==> src/rtl/prm_edge_mask_collector.sv <==
// Collects per-sample edge_mask bits from the PRM checker bank and issues one OR-reduced collision vector per roadmap edge.
// Optional build macro PRM_EARLY_ABORT_EN stops checking an edge's samples once a collision has been seen.
module prm_edge_mask_collector #(
  parameter int NUM_CHK = 8,
  parameter int CNT_W   = 8
) (
  input  logic               clk,
  input  logic               rst_n,
  input  logic               code_valid,
  output logic               code_ready,
  input  logic [14:0]        code_data,
  input  logic               code_last,
  output logic [14:0]        chk_code,
  input  logic [NUM_CHK-1:0] chk_mask,
  output logic               res_valid,
  input  logic               res_ready,
  output logic [NUM_CHK-1:0] res_mask,
  output logic               res_blocked,
  output logic [CNT_W-1:0]   res_count
);

  localparam int DATA_W = 15;

  typedef enum logic [1:0] {ACCUM, DRAIN, HOLD} state_t;

  state_t state, state_nxt;

  logic               live;
  logic [DATA_W-1:0]  code_p0;
  logic               vld_p1;
  logic               chk_p1;
  logic               last_p1;
  logic [NUM_CHK-1:0] acc_p1;
  logic [CNT_W-1:0]   cnt_p1;
  logic               res_valid_q;
  logic [NUM_CHK-1:0] res_mask_q;
  logic               res_blocked_q;
  logic [CNT_W-1:0]   res_count_q;

  logic               code_hs;
  logic               res_hs;
  logic               drive;
  logic               final_p1;
  logic [NUM_CHK-1:0] mask_p1;
  logic [NUM_CHK-1:0] acc_nxt;
  logic [CNT_W-1:0]   cnt_nxt;

  function automatic logic [CNT_W-1:0] sat_inc(input logic [CNT_W-1:0] v);
    if (&v) return v;
    return v + {{(CNT_W-1){1'b0}}, 1'b1};
  endfunction

  assign code_hs  = code_valid & code_ready;
  assign res_hs   = res_valid_q & res_ready;
  assign final_p1 = vld_p1 & last_p1;

`ifdef PRM_EARLY_ABORT_EN
  // A collision still in stage 1 counts as seen, so the very next sample is already suppressed.
  assign drive = ~((|acc_p1) | (chk_p1 & (|chk_mask)));
`else
  assign drive = 1'b1;
`endif

  // chk_mask only means something for a sample that was actually driven onto the bus.
  assign mask_p1 = chk_p1 ? chk_mask : '0;
  assign acc_nxt = acc_p1 | mask_p1;
  assign cnt_nxt = chk_p1 ? sat_inc(cnt_p1) : cnt_p1;

  always_ff @(posedge clk or negedge rst_n) begin
    if (!rst_n) state <= ACCUM;
    else        state <= state_nxt;
  end

  always_comb begin
    state_nxt = state;
    case (state)
      ACCUM:   if (code_hs && code_last) state_nxt = DRAIN;
      DRAIN:   if (final_p1)             state_nxt = HOLD;
      HOLD:    if (res_hs)               state_nxt = ACCUM;
      default:                           state_nxt = ACCUM;
    endcase
  end

  // live keeps the sample port closed while reset is asserted.
  always_comb begin
    code_ready = live && (state == ACCUM);
  end

  // Stage 0: register the accepted code onto the checker bus
  always_ff @(posedge clk or negedge rst_n) begin
    if (!rst_n) begin
      live    <= 1'b0;
      code_p0 <= '0;
      vld_p1  <= 1'b0;
      chk_p1  <= 1'b0;
      last_p1 <= 1'b0;
    end else begin
      live    <= 1'b1;
      vld_p1  <= code_hs;
      chk_p1  <= code_hs & drive;
      last_p1 <= code_hs & code_last;
      if (code_hs && drive) code_p0 <= code_data;
    end
  end

  // Stage 1: fold the checker mask into the edge accumulator and close out the edge
  always_ff @(posedge clk or negedge rst_n) begin
    if (!rst_n) begin
      acc_p1        <= '0;
      cnt_p1        <= '0;
      res_valid_q   <= 1'b0;
      res_mask_q    <= '0;
      res_blocked_q <= 1'b0;
      res_count_q   <= '0;
    end else if (final_p1) begin
      res_mask_q    <= acc_nxt;
      res_blocked_q <= |acc_nxt;
      res_count_q   <= cnt_nxt;
      res_valid_q   <= 1'b1;
      acc_p1        <= '0;
      cnt_p1        <= '0;
    end else begin
      acc_p1 <= acc_nxt;
      cnt_p1 <= cnt_nxt;
      if (res_hs) res_valid_q <= 1'b0;
    end
  end

  assign chk_code    = code_p0;
  assign res_valid   = res_valid_q;
  assign res_mask    = res_mask_q;
  assign res_blocked = res_blocked_q;
  assign res_count   = res_count_q;

endmodule

==> config.mk <==
export PLATFORM = sky130hd
export DESIGN_NAME = prm_edge_mask_collector
export DESIGN_NICKNAME = d
export VERILOG_FILES = /design/src/rtl/prm_edge_mask_collector.sv
export SDC_FILE = /design/constraint.sdc
export NUM_CORES = 1
export LEC_CHECK = 0
export ABC_AREA = 1
export CORE_MARGIN = 2
export CORE_UTILIZATION = 43
export CTS_CLUSTER_SIZE = 14
export DETAILED_ROUTE_END_ITERATION = 8
export GPL_ROUTABILITY_DRIVEN = 0
export GPL_TIMING_DRIVEN = 0
export PLACE_DENSITY = 0.82
export SYNTH_ARGS = -nofsm -noshare
export SYNTH_HDL_FRONTEND = slang
export SYNTH_SLANG_ARGS = --single-unit
==> constraint.sdc <==
create_clock -name clk -period 1.3 [get_ports clk]
set_clock_uncertainty 0.15 [all_clocks]
set_input_delay 0.195 -clock clk [delete_from_list [all_inputs] [get_ports clk]]
set_output_delay 0.195 -clock clk [all_outputs]
set_load 0.005 [all_outputs]
==> metrics.txt <==
total of max-cap violations=0; period utilisation layout=1.17; final setup violation count=36; Tmin final=approximately 1500 ps; vias=around 2.1k; IO Port Bufs=61; number of standard cells after synthesis=265; Via density=4.78; H-tree depth=2; synth warn=0; final WL=5.93 mm; drt pass-1 iters=4; antenna violations before repair=0; Remaining DRCs=0; die width=77.7 µm; number of global-route vias before repair=about 2.0k; Worst Setup End Kind=flop; clock sinks=54; Max Buffers Root-to-Sink=2; Clk Tree Root Cell=clkbuf_8; crit-path cells=ha_4 -> inv_4 -> nor2_4 -> nand2_4 -> nand2_4 -> nand2_2 -> nand2_2 -> o21ai_2; post-synth cell types=28; mapped cell area=around 0.0023 mm²; status=complete, but fails checks; failing checks=negative setup slack; Initial Util=0.452; unrepaired setup endpoints after global routing=true; I/O pin cnt=between 60 and 70; Total Power=0.00277 W; Seq/Total Area, Yosys=0.578; CP arrival=1580 ps; maximum number of pins on one net before global-route repair=37; GRT Util Overall=0.184; CTS tree=yes; n_diodes=0; Critical Path RT=around 1400 ps; Final Hold Vio Count=0; syn nets=294; clock latency on the worst-skew pair=310 ps; CP Max Fanout=5; Setup CP Type=reg -> reg; first-pass GRT wire length=8.81 mm; synthesis-to-layout area growth=55.2%; DIE HEIGHT=~78 µm; initial DRC count=100; routed length per instance=13.4 µm; max-slew violation count=0; Leak=just under 2 nW; nets=399; Core Region=0.00517 mm²; grt ovf=0; Final ANT Viol Nets=0; WHS=between 150 and 200 ps; Reg clk slew, reported paths=~90 ps; die area=0.00604 mm²; CP max stage cell=dfrtp_1; Fin Setup TNS=-4790 ps; final HPWL from detailed placement=3.60 mm; row cnt=26; final setup margin=-222 ps; startpoint types=flop; FMAX=657 MHz; share of cells above drive strength 1=0.340; CP max stage delay=between 400 and 500 ps; Pwr Density=765 mW/mm²; TritonCTS buffer count=5; Peak VDD IR=0.515 mV; number of synthesized register bits=54; Post-Syn Area per Cell=8.82 µm²; Hold Path Class=in -> async
through the flow:
stage               std cells  setup WS, ps   util  cell area [µm²]
global placement          396         -1680  0.588             3040
finish                    441          -222  0.702             3630
global route              441          -291  0.702             3630
floorplan                 265         -37.2      -             2340
detailed placement        397          -266  0.591             3060
CTS                       427          -156  0.649             3360
routing by layer:
layer	vias up	GRT usage	wire length [µm]
met1	1007	0.222	2360
met4	0	0.0589	70
met3	9	0.0581	341
met5	-	0	0
li1	1025	-	-
met2	69	0.313	3160
layout by cell type, fill, tap and decap left out, types with 2 or more instances in the layout:
| master | netlist | final |
|---|---|---|
| clkbuf_2 | 0 | 10 |
| buf_4 | 3 | 28 |
| nand2_2 | 4 | 30 |
| nand4_1 | 4 | 4 |
| clkdlybuf4s15_1 | 0 | 23 |
| buf_6 | 1 | 12 |
| buf_2 | 4 | 2 |
| dfrtp_2 | 0 | 2 |
| o21ai_2 | 2 | 2 |
| nor2_1 | 21 | 16 |
| inv_1 | 23 | 21 |
| dfrtp_1 | 54 | 52 |
| nor2_4 | 1 | 3 |
| clkbuf_8 | 0 | 6 |
| nand3_1 | 14 | 7 |
| nand2_1 | 109 | 83 |
| o21ai_0 | 2 | 2 |
| clkdlybuf4s50_1 | 0 | 26 |
| a21o_1 | 7 | 7 |
| nand2_4 | 2 | 3 |
| nor2_2 | 0 | 3 |
| nand3_2 | 0 | 6 |
flip-flops by register name, indices dropped and copies added (netlist names):
signal	flops
chk_code	15
acc_p1	8
cnt_p1	8
res_count	8
res_mask	8
state	2
chk_p1	1
last_p1	1
live	1
res_blocked	1
res_valid	1
kinds of logic (layout without fill, tap and decap cells):
family / count (synthesis) / count (layout) / synth area share
DFF: 54 / 54 / 0.578
other: 1 / 1 / 0.00160
adders and majority gates: 1 / 1 / 0.00535
and+or+nand+nor: 159 / 161 / 0.292
AOI/OAI and AO/OA: 16 / 16 / 0.0487
xor gates and xnor gates: 1 / 1 / 0.00375
buffers and inverters: 33 / 137 / 0.0701
layout make-up:
cell class | instances | area (µm²)
Fill cell | 411 | 1540
Clock buffer | 6 | 82.6
Buffer | 9 | 97.6
Inverter | 24 | 100
Multi-Input combinational cell | 180 | 1030
Timing Repair Buffer | 96 | 868
Clock inverter | 2 | 12.5
Sequential cell | 54 | 1350
Tap cell | 70 | 87.6
worst max-delay path, delay by kind of cell, from the launching register on:
| kind | cells | cell delay [ps] |
|---|---|---|
| buf+inv | 1 | 40 |
| simple gates | 5 | 560 |
| fa+ha+maj | 1 | 190 |
| flops | 1 | 430 |
| compound gates | 1 | 50 |
report_power, final:
part	internal [W]	switching [W]
Sequential	0.00168	0.000000402
Combinational	0.0000791	0.0000551
Clock	0.000429	0.000532
synthesized netlist by cell type, drive strengths merged:
cell | n | share of area
nand4 | 4 | 0.011
a31oi | 1 | 0.0027
o21ai | 4 | 0.012
a21o | 7 | 0.022
nor3b | 1 | 0.0080
nand3 | 14 | 0.030
ha | 1 | 0.0054
xnor2 | 1 | 0.0037
inv | 24 | 0.041
nand2 | 115 | 0.20
a21oi | 2 | 0.0043
nand3b | 1 | 0.0048
nor2 | 22 | 0.039
buf | 9 | 0.029
or2 | 1 | 0.0027
o32ai | 1 | 0.0037
conb | 1 | 0.0016
dfrtp | 54 | 0.58
nor3 | 1 | 0.0021
a31o | 1 | 0.0037
what timing repair did:
item | in CTS | in global routing
pin swaps | 5 | 18
cloned | 3 | 2
setup endpoints to repair | 77 | 68
buffers inserted | 18 | 14
endpoints found under the hold margin | 18 | 0
resized for setup | 80 | 70
hold buffers | 1 | 0
final timing paths:
path                              start  cells past startpoint  slack [ps]           end
max reg2reg                   cnt_p1[1]                      8        -220  res_count[1]
min in group clk           code_data[1]                      3         260   chk_code[1]
max in group asynchronous         rst_n                      3         250        chk_p1
min reg2reg                chk_code[12]                      2         340  chk_code[12]
min                               rst_n                      2         200  res_count[3]
max                           cnt_p1[1]                      8        -220  res_count[1]
(Power assumes the default switching activity.)
==> patch, RTL diff (same settings) <==
`CNT_W`: 8 -> 6.
--- a/src/rtl/prm_edge_mask_collector.sv
+++ b/src/rtl/prm_edge_mask_collector.sv
@@ -3,5 +3,5 @@
 module prm_edge_mask_collector #(
   parameter int NUM_CHK = 8,
-  parameter int CNT_W   = 8
+  parameter int CNT_W   = 6
 ) (
   input  logic               clk,
Ports: changed (resized res_count); port bits go from 62 to 60. The function was not compared with the original's and may differ.
==> patch against the original RTL <==
The run still ends with negative setup slack left; non-clock buffer count shrank 10; maximum frequency rose by 4.5%; critical path depth is 1 lower; final area shrank 9.4%; wire length down 14%; worst setup slack gained 65 ps; sequential cell count shrank 4; synthesized area fell by 9.9%; critical path type unchanged; critical endpoint is now res_count[3]$_DFFE_PN0N_; largest cell class unchanged; highest routed layer unchanged.
Power is not compared: it rests on default switching activity, and its combinational part moved more than twofold at a synthesized area within 25%.
==> patch: results (changes against the original RTL) <==
- Sequential cell area fraction in the yosys report: 59.4% (was 57.8%)
- First-pass GRT wire length: 7600 microns (was 8810 microns)
- Setup violators final: 33 (was 36)
- Pin count of the biggest net entering global routing: 33 (was 37)
- Detailed-route wire length: 5120 microns (was 5930 microns)
- Failing checks: negative setup slack (unchanged)
- GR Util All Layers: 18.6% (was 18.4%)
- Distinct cells, synth: 27 (was 28)
- Synthesized net count: 263 (was 294)
- DP Worst Slack: -284 ps (was -266 ps)
- DR iter-0 viols: 76 (was 100)
- Area share of the largest cell type after synthesis: 59.4% (was 57.8%)
- Vias in the first global route: 1766 (was 2011)
- FILL cells: 351 (was 411)
- Syn avg cell area: 9.00 sq um (was 8.82 sq um)
- Top post-synthesis cells by area: dfrtp_1 59%, nand2_1 16%, inv_1 3.7%, nor2_1 3.6%, nand2_2 3.0% (was dfrtp_1 58%, nand2_1 18%, inv_1 3.7%, nor2_1 3.4%, nand3_1 3.0%)
- Status: complete, but fails checks (unchanged)
- Layout cells sized above 1: 26.1% (was 34.0%)
- Routed length on met1: 1990 microns (was 2360 microns)
- Post-route insts no fill: 397 (was 441)
- DR WL met3: 417 microns (was 341 microns)
- Final hold slack: 233 ps (was 197 ps)
- Fin worst setup slack: -157 ps (was -222 ps)
- DPL Wire Length: 3250 microns (was 3600 microns)
- Largest delay share family, worst path: flip-flops (was simple AND/OR/NAND/NOR gates)
-- patch: through the flow --
stage	setup TNS, ps	power, W	instance area [sq um]
after floorplan	0	0.00322	2120
after global placement	-76000	0.00416	2790
after detailed placement	-1940	0.00422	2810
after CTS	-2190	0.00523	3070
after global routing	-5580	0.00580	3290
final	-2930	0.00542	3290
-- patch: cell type report --
| class | instances | share of cell area, % |
|---|---|---|
| clock buffers | 6 | 2.21 |
| inverters | 23 | 3.01 |
| repair buffers | 88 | 25.7 |
| multi-input cells | 154 | 25.3 |
| plain buffers | 7 | 2.67 |
| well taps | 67 | 2.55 |
| flip-flops and latches | 50 | 38.1 |
| clock inverters | 2 | 0.419 |
-- patch: what timing repair did --
item	in CTS	in global routing
setup buffers	17	9
endpoints found under the hold margin	18	0
cloned	0	1
hold buffers	1	0
setup endpoints to repair	59	51
pin swaps	8	12
resized for setup	72	46
-- patch: logic make-up (layout without fill, tap and decap cells) --
| kind of cell | after synthesis | in the layout | synth area share (%) |
|---|---|---|---|
| xor gates and xnor gates | 2 | 2 | 0.832 |
| adders and majority gates | 1 | 1 | 0.594 |
| other | 1 | 1 | 0.178 |
| DFF | 50 | 50 | 59.4 |
| buffers and inverters | 30 | 126 | 6.89 |
| and+or+nand+nor | 131 | 131 | 26.6 |
| AOI/OAI and AO/OA | 19 | 19 | 5.52 |
-- patch: metal layers --
layer / track usage [%] / vias to the layer above
met5: 0 / -
li1: - / 905
met2: 31.5 / 67
met1: 21.6 / 866
met3: 7.18 / 12
met4: 6.46 / 0
-- patch: worst paths after layout --
| kind | endpoint | cells after the start |
|---|---|---|
| max | res_count[3]$_DFFE_PN0N_ | 7 |
| min in group clk | chk_code[4]$_DFFE_PN0P_ | 3 |
| min | res_mask[0]$_DFFE_PN0N_ | 2 |
| min reg2reg | chk_code[11]$_DFFE_PN0P_ | 2 |
| max in group asynchronous | chk_p1$_DFF_PN0_ | 3 |
| max reg2reg | res_count[3]$_DFFE_PN0N_ | 7 |
-- patch: power by group --
part | total, W | switching [W] | internal, W
combinational | 0.00211 | 0.000941 | 0.00117
clock | 0.000883 | 0.000503 | 0.000380
sequential | 0.00242 | 0.000330 | 0.00209
